<file path="src/rtl/edge_sync_pkg.sv">
// rtl/edge_sync_pkg.sv - shared types and helpers for the multi-channel edge synchronizer
package edge_sync_pkg;

  typedef enum logic [1:0] {
    EDGE_OFF  = 2'b00,
    EDGE_RISE = 2'b01,
    EDGE_FALL = 2'b10,
    EDGE_BOTH = 2'b11
  } edge_mode_e;

  // Filter counter only has to reach FILT-1; keep at least one bit so FILT=1 still elaborates.
  function automatic int fcnt_width(input int filt);
    return (filt < 2) ? 1 : $clog2(filt);
  endfunction

endpackage

</file>
<file path="src/rtl/edge_sync_chan.sv">
// rtl/edge_sync_chan.sv - one channel: sync chain, glitch filter, edge pulse, pending counter
module edge_sync_chan
  import edge_sync_pkg::*;
#(
  parameter int LEN   = 3,
  parameter int FILT  = 4,
  parameter int CNT_W = 4
) (
  input  logic             clk,
  input  logic             rst_n,
  input  logic             async_i,
  input  edge_mode_e       mode_i,
  input  logic             ack_i,
  input  logic             clr_ovf_i,
  output logic             level_o,
  output logic             pulse_o,
  output logic             pend_o,
  output logic [CNT_W-1:0] cnt_o,
  output logic             ovf_o
);

  localparam int             FCW       = fcnt_width(FILT);
  localparam logic [FCW-1:0] FCNT_LAST = FCW'(FILT - 1);

  logic [LEN-1:0]   r_sync;
  logic [FCW-1:0]   r_fcnt;
  logic             r_level;
  logic             r_pulse;
  logic [CNT_W-1:0] r_cnt;
  logic             r_ovf;

  logic             w_diff;
  logic             w_toggle;
  logic             w_sel;
  logic             w_inc;
  logic             w_dec;
  logic [CNT_W-1:0] w_cnt_nxt;
  logic             w_ovf_nxt;

  assign w_diff   = r_sync[LEN-1] != r_level;
  assign w_toggle = w_diff && (r_fcnt == FCNT_LAST);

  // The edge about to happen is a rise when the current filtered level is low.
  always_comb begin
    w_sel = 1'b0;
    unique case (mode_i)
      EDGE_OFF:  w_sel = 1'b0;
      EDGE_RISE: w_sel = ~r_level;
      EDGE_FALL: w_sel = r_level;
      EDGE_BOTH: w_sel = 1'b1;
    endcase
  end

  always_ff @(posedge clk or negedge rst_n) begin
    if (!rst_n) begin
      r_sync  <= '0;
      r_fcnt  <= '0;
      r_level <= 1'b0;
      r_pulse <= 1'b0;
    end else begin
      r_sync  <= {r_sync[LEN-2:0], async_i};
      r_pulse <= w_toggle && w_sel;
      if (!w_diff) begin
        r_fcnt <= '0;
      end else if (w_toggle) begin
        r_level <= ~r_level;
        r_fcnt  <= '0;
      end else begin
        r_fcnt <= r_fcnt + FCW'(1);
      end
    end
  end

  // The registered pulse feeds the counter, so an ack seen while pulse_o is high cancels it.
  assign w_inc = r_pulse;
  assign w_dec = ack_i && (r_cnt != '0);

  always_comb begin
    w_cnt_nxt = r_cnt;
    w_ovf_nxt = r_ovf;
    if (clr_ovf_i) w_ovf_nxt = 1'b0;
    if (w_inc && !w_dec) begin
      if (&r_cnt) w_ovf_nxt = 1'b1;
      else        w_cnt_nxt = r_cnt + CNT_W'(1);
    end else if (w_dec && !w_inc) begin
      w_cnt_nxt = r_cnt - CNT_W'(1);
    end
  end

  always_ff @(posedge clk or negedge rst_n) begin
    if (!rst_n) begin
      r_cnt <= '0;
      r_ovf <= 1'b0;
    end else begin
      r_cnt <= w_cnt_nxt;
      r_ovf <= w_ovf_nxt;
    end
  end

  assign level_o = r_level;
  assign pulse_o = r_pulse;
  assign cnt_o   = r_cnt;
  assign pend_o  = r_cnt != '0;
  assign ovf_o   = r_ovf;

endmodule

</file>
<file path="src/rtl/edge_sync_multi.sv">
// rtl/edge_sync_multi.sv - CH independent edge synchronizer channels on packed buses
module edge_sync_multi
  import edge_sync_pkg::*;
#(
  parameter int CH    = 4,
  parameter int LEN   = 3,
  parameter int FILT  = 4,
  parameter int CNT_W = 4
) (
  input  logic                clk,
  input  logic                rst_n,
  input  logic [CH-1:0]       async_i,
  input  logic [2*CH-1:0]     mode_i,
  input  logic [CH-1:0]       ack_i,
  input  logic                clr_ovf_i,
  output logic [CH-1:0]       level_o,
  output logic [CH-1:0]       pulse_o,
  output logic [CH-1:0]       pend_o,
  output logic [CH*CNT_W-1:0] cnt_o,
  output logic [CH-1:0]       ovf_o
);

  if (LEN < 2) begin : g_bad_len
    $error("edge_sync_multi: LEN must be at least 2");
  end

  for (genvar k = 0; k < CH; k++) begin : g_ch
    edge_sync_chan #(
      .LEN   (LEN),
      .FILT  (FILT),
      .CNT_W (CNT_W)
    ) u_chan (
      .clk       (clk),
      .rst_n     (rst_n),
      .async_i   (async_i[k]),
      .mode_i    (edge_mode_e'(mode_i[2*k +: 2])),
      .ack_i     (ack_i[k]),
      .clr_ovf_i (clr_ovf_i),
      .level_o   (level_o[k]),
      .pulse_o   (pulse_o[k]),
      .pend_o    (pend_o[k]),
      .cnt_o     (cnt_o[k*CNT_W +: CNT_W]),
      .ovf_o     (ovf_o[k])
    );
  end

endmodule

</file>
<file path="config.mk">
export PLATFORM = sky130hd
export DESIGN_NAME = edge_sync_multi
export DESIGN_NICKNAME = d
export VERILOG_FILES = /design/src/rtl/edge_sync_pkg.sv /design/src/rtl/edge_sync_chan.sv /design/src/rtl/edge_sync_multi.sv
export SDC_FILE = /design/constraint.sdc
export NUM_CORES = 1
export LEC_CHECK = 0
export CORE_MARGIN = 8
export CORE_UTILIZATION = 51
export CTS_CLUSTER_DIAMETER = 60
export DETAILED_ROUTE_END_ITERATION = 12
export PLACE_DENSITY = 0.8
export SLEW_MARGIN = 10
export SYNTH_ARGS = -nofsm -noshare
export SYNTH_HDL_FRONTEND = slang
export SYNTH_SLANG_ARGS = --single-unit
</file>
<file path="constraint.sdc">
create_clock -name clk -period 3.3 [get_ports clk]
set_clock_uncertainty 0.2 [all_clocks]
set_input_delay 0.66 -clock clk [delete_from_list [all_inputs] [get_ports clk]]
set_output_delay 0.66 -clock clk [all_outputs]
set_load 0.01 [all_outputs]
</file>
==> results.txt <==
The peak fanout along the critical path is 9. After layout, the worst path uses 82.77% of the clock period. Hold timing on the final database bottoms out at a slack of 0.09202 ns.

The worst hold path class is input pin to asynchronous set/reset pin. Setup violations remaining at the end of the flow were counted as 0. The setup slack on the worst flop-to-flop path came out at 0.61 ns. The leakage power came out at 0.001224 uW. The via count of the routed design came out at 1706. The power density over the cells is 844.0 nW/um2. The maximum frequency from static timing analysis came out at 366.1 MHz. Across the whole layout, storage elements account for 1201 um2. The number of register bits inferred by synthesis is 48. The mean routed wirelength per cell is 14.28 um. Routability-driven placement finished with a final weighted congestion of 0.8860.

The critical path in this run is classified as flop to primary output. After technology mapping, the gate count stands at 210. Relative to the synthesized area, the layout overhead comes to 22.46%. The remaining global-route overflow is 0. Per report_power, the sequential group accounts for 41.3% of the total. For the finished layout, the period the worst path requires is 2.731 ns. The final count of pins violating max slew is 0. The initial cell density of the core came out at 52.59%. The total number of yosys warnings is 0. The finished cells cover 3022 um2.

The proportion of power drawn by combinational gates came out at 41.1%. Data on the critical path is required at its endpoint by 2.44 ns. After the first detailed-routing iteration, the DRC count stood at 50. The number of distinct standard cells referenced by the synthesized netlist came out at 38. For this design the total switching power over the nets is 890.7 uW.

The area of the placeable core is 4692 um2. The library cell used most frequently in the layout, excluding fill and tap cells, is clkdlybuf4s50_1. The count of max-cap constraint violations is 0.

The detailed-router iteration count before antenna repair is 4. Summing the sequential cell areas from Yosys gives 48.68% of the chip area. STA classifies the critical path startpoint as a flop.

Row generation in the floorplan step produced 25 rows. The cell area after synthesis is 2467 um2. The destination of the worst register-to-register timing path is g_ch[2].u_chan.cnt_o[3].

At the worst endpoint, the arrival time is 1.87 ns. The number of fill cells in the layout came out at 382. The die area came out at 7320 um2. The cell-internal power is 1659 uW.

The final routed DRC violation total is 0. The number of H-tree levels is 2. The number of global-route vias before repair was 1644.

The number of post-CTS setup repair buffers came out at 0. The global-route wire length before repair came out at 7300 um. The vertical extent of the die came out at 85.56 um. The post-placement setup slack is 0.3421 ns. The share of power burned in the clock network is 17.6%. In this run the deepest clock path goes through 2 buffers. The post-layout net count came out at 285. After clock tree synthesis, the clock-pin slew on the worst setup and hold paths is 0.09 ns. The HPWL after detailed placement came out at 3343 um. The number of sinks on the clock net came out at 48.

The worst-case reg-to-reg path depth is 7. The sum of negative setup slack is 0 ns. The global-route usage over all layers came out at 12.17%. The run finished with clean final reports. Once detail routing completed, the nets flagged for antenna violations numbered 0. The maximum ir drop on the vdd rail came out at 0.0003907 V. The actual transition at the worst max-transition pin came out at 0.4951 ns. The type of element capturing the critical path is a primary output.

The final-report hold violation count came out at 0. The footprint of the multi-input gates is 1090 um2. The launch instance of the worst register-to-register path is g_ch[2].u_chan.cnt_o[0].

The width of the die came out at 85.56 um. The cell sitting at the root of the clock tree is a clkbuf_8. The share of layout cells above drive strength 1 came out at 10.36%.

Port buffering added 50 buffers. The worst slew margin relative to its limit is 66.56%. Setup repair after global routing left no endpoint under its margin. 0 antenna diodes ended up in the layout.

Setup slack on the critical path of the routed design comes to 0.5687 ns. TritonCTS built the clock tree. The vias per cell came out at 5.593. The aggregate routed wire length came out at 4354 um. The count of cells resized by post-cts repair is 0.

The switching part of the total is 34.93%. The number of buffers created by CTS is 5. Entering global routing, the biggest net connects 32 pins. The synthesized net count came out at 245. 51 I/O pins were placed.

The average instance in the mapped netlist occupies 11.75 um2. The total cell area at the placement stage came out at 2895 um2. The later-pin clock latency in the skew report came out at 0.29 ns. The initial antenna violation count is 0.

In the layout the commonest cells are clkdlybuf4s50_1, dfrtp_1, nand2_1, ha_1, xnor2_1. The count of hold-fix buffers inserted at cts came out at 0.
[sequential cells by signal (all words and copies together), names as in the netlist]
signal and flops:
g_ch.u_chan.cnt_o 16, g_ch.u_chan.level_o 4, g_ch.u_chan.pulse_o 4, g_ch.u_chan.r_sync 12, g_ch.u_chan.ovf_o 4, g_ch.u_chan.r_fcnt 8
[power groups by stage]
stage	clock network, uW	registers (uW)	logic (uW)
6_report	449	1050	1050
5_1_grt	488	1100	1160
4_1_cts	464	1060	1060
3_5_place_dp	0	1070	1060
3_3_place_gp	0	1060	1030
2_1_floorplan	0	1040	692
[layer usage]
layer  part of all wire, %  vias to the layer above  GRT usage (%)
li1                      -                      832              -
met5                     0                        -              0
met1                    46                      836          15.17
met3                   4.5                        2          3.916
met4                  0.39                        0          3.025
met2                    49                       36          19.89
[critical path: stages, from the launching register on]
cell and delay, ns:
dfrtp_1 0.50, or4_4 0.58, clkdlybuf4s50_1 0.50
[per-stage QoR]
stage / power (uW) / util, % / std cells
2_1_floorplan: 1730 / - / 210
3_3_place_gp: 2088 / 61.71 / 297
6_report: 2550 / 64.40 / 305
3_5_place_dp: 2125 / 61.71 / 297
4_1_cts: 2583 / 64.40 / 305
5_1_grt: 2742 / 64.40 / 305
[area by class of cell]
cell class | count | share of cell area [%]
Clock buffer | 7 | 3.188
Timing Repair Buffer | 51 | 16.65
Clock inverter | 1 | 0.9938
Inverter | 9 | 1.118
Multi-Input combinational cell | 135 | 36.07
Tap cell | 54 | 2.236
Sequential cell | 48 | 39.75
[cells in the mapped netlist]
cell type	count	area, um2
mux2_2	10	112.6
o211a_1	2	20.02
buf_6	2	22.52
a21o_1	1	7.510
and4_1	1	8.760
o31ai_1	1	7.510
o32ai_1	1	8.760
and2_4	2	17.52
and2_1	4	25.02
a211o_1	1	8.760
a2bb2oi_1	2	17.52
nand3b_1	4	30.03
fa_1	4	80.08
o21ai_0	5	25.02
a21oi_1	9	45.04
nand4b_1	2	17.52
nand4_1	3	18.77
a221oi_2	1	15.01
or4_4	1	11.26
nor2_1	2	7.510
xnor2_1	11	96.34
dfrtp_1	48	1201
inv_1	9	33.78
nor2b_1	4	25.02
nand2_1	12	45.04
o22ai_1	5	31.28
a211oi_1	2	15.01
o41a_1	3	33.78
ha_1	12	150.1
nand3_1	5	25.02
nor3_1	7	35.03
o211ai_1	3	22.52
buf_4	16	120.1
o41ai_1	3	26.28
a21bo_2	2	20.02
a221oi_1	2	17.52
nand2b_1	3	18.77
xor2_1	5	43.79
[worst max path at each step]
stage                                  from                      end  slack [ns]  depth (start not counted)
global placement                   ack_i[2]  g_ch[2].u_chan.cnt_o[3]        0.41                          8
floorplan           g_ch[2].u_chan.cnt_o[0]  g_ch[2].u_chan.cnt_o[3]        0.77                          7
global route        g_ch[1].u_chan.cnt_o[0]  g_ch[1].u_chan.cnt_o[3]        0.39                          7
finish              g_ch[1].u_chan.cnt_o[0]                pend_o[1]        0.57                          2
detailed placement                 ack_i[2]  g_ch[2].u_chan.cnt_o[3]        0.34                          8
CTS                 g_ch[1].u_chan.cnt_o[0]                pend_o[1]        0.55                          2
[kinds of logic (layout without fill, tap and decap cells)]
family / Yosys count / after routing / synth area share (%)
AO/OA/AOI/OAI: 43 / 43 / 13.03
XOR/XNOR: 16 / 16 / 5.679
flip-flops: 48 / 48 / 48.68
buffers and inverters: 27 / 68 / 7.150
multiplexers: 10 / 10 / 4.564
adder cells (fa/ha/maj): 16 / 16 / 9.331
AND/OR/NAND/NOR: 50 / 50 / 11.56
Note: power is estimated with default switching activity, not from simulation.
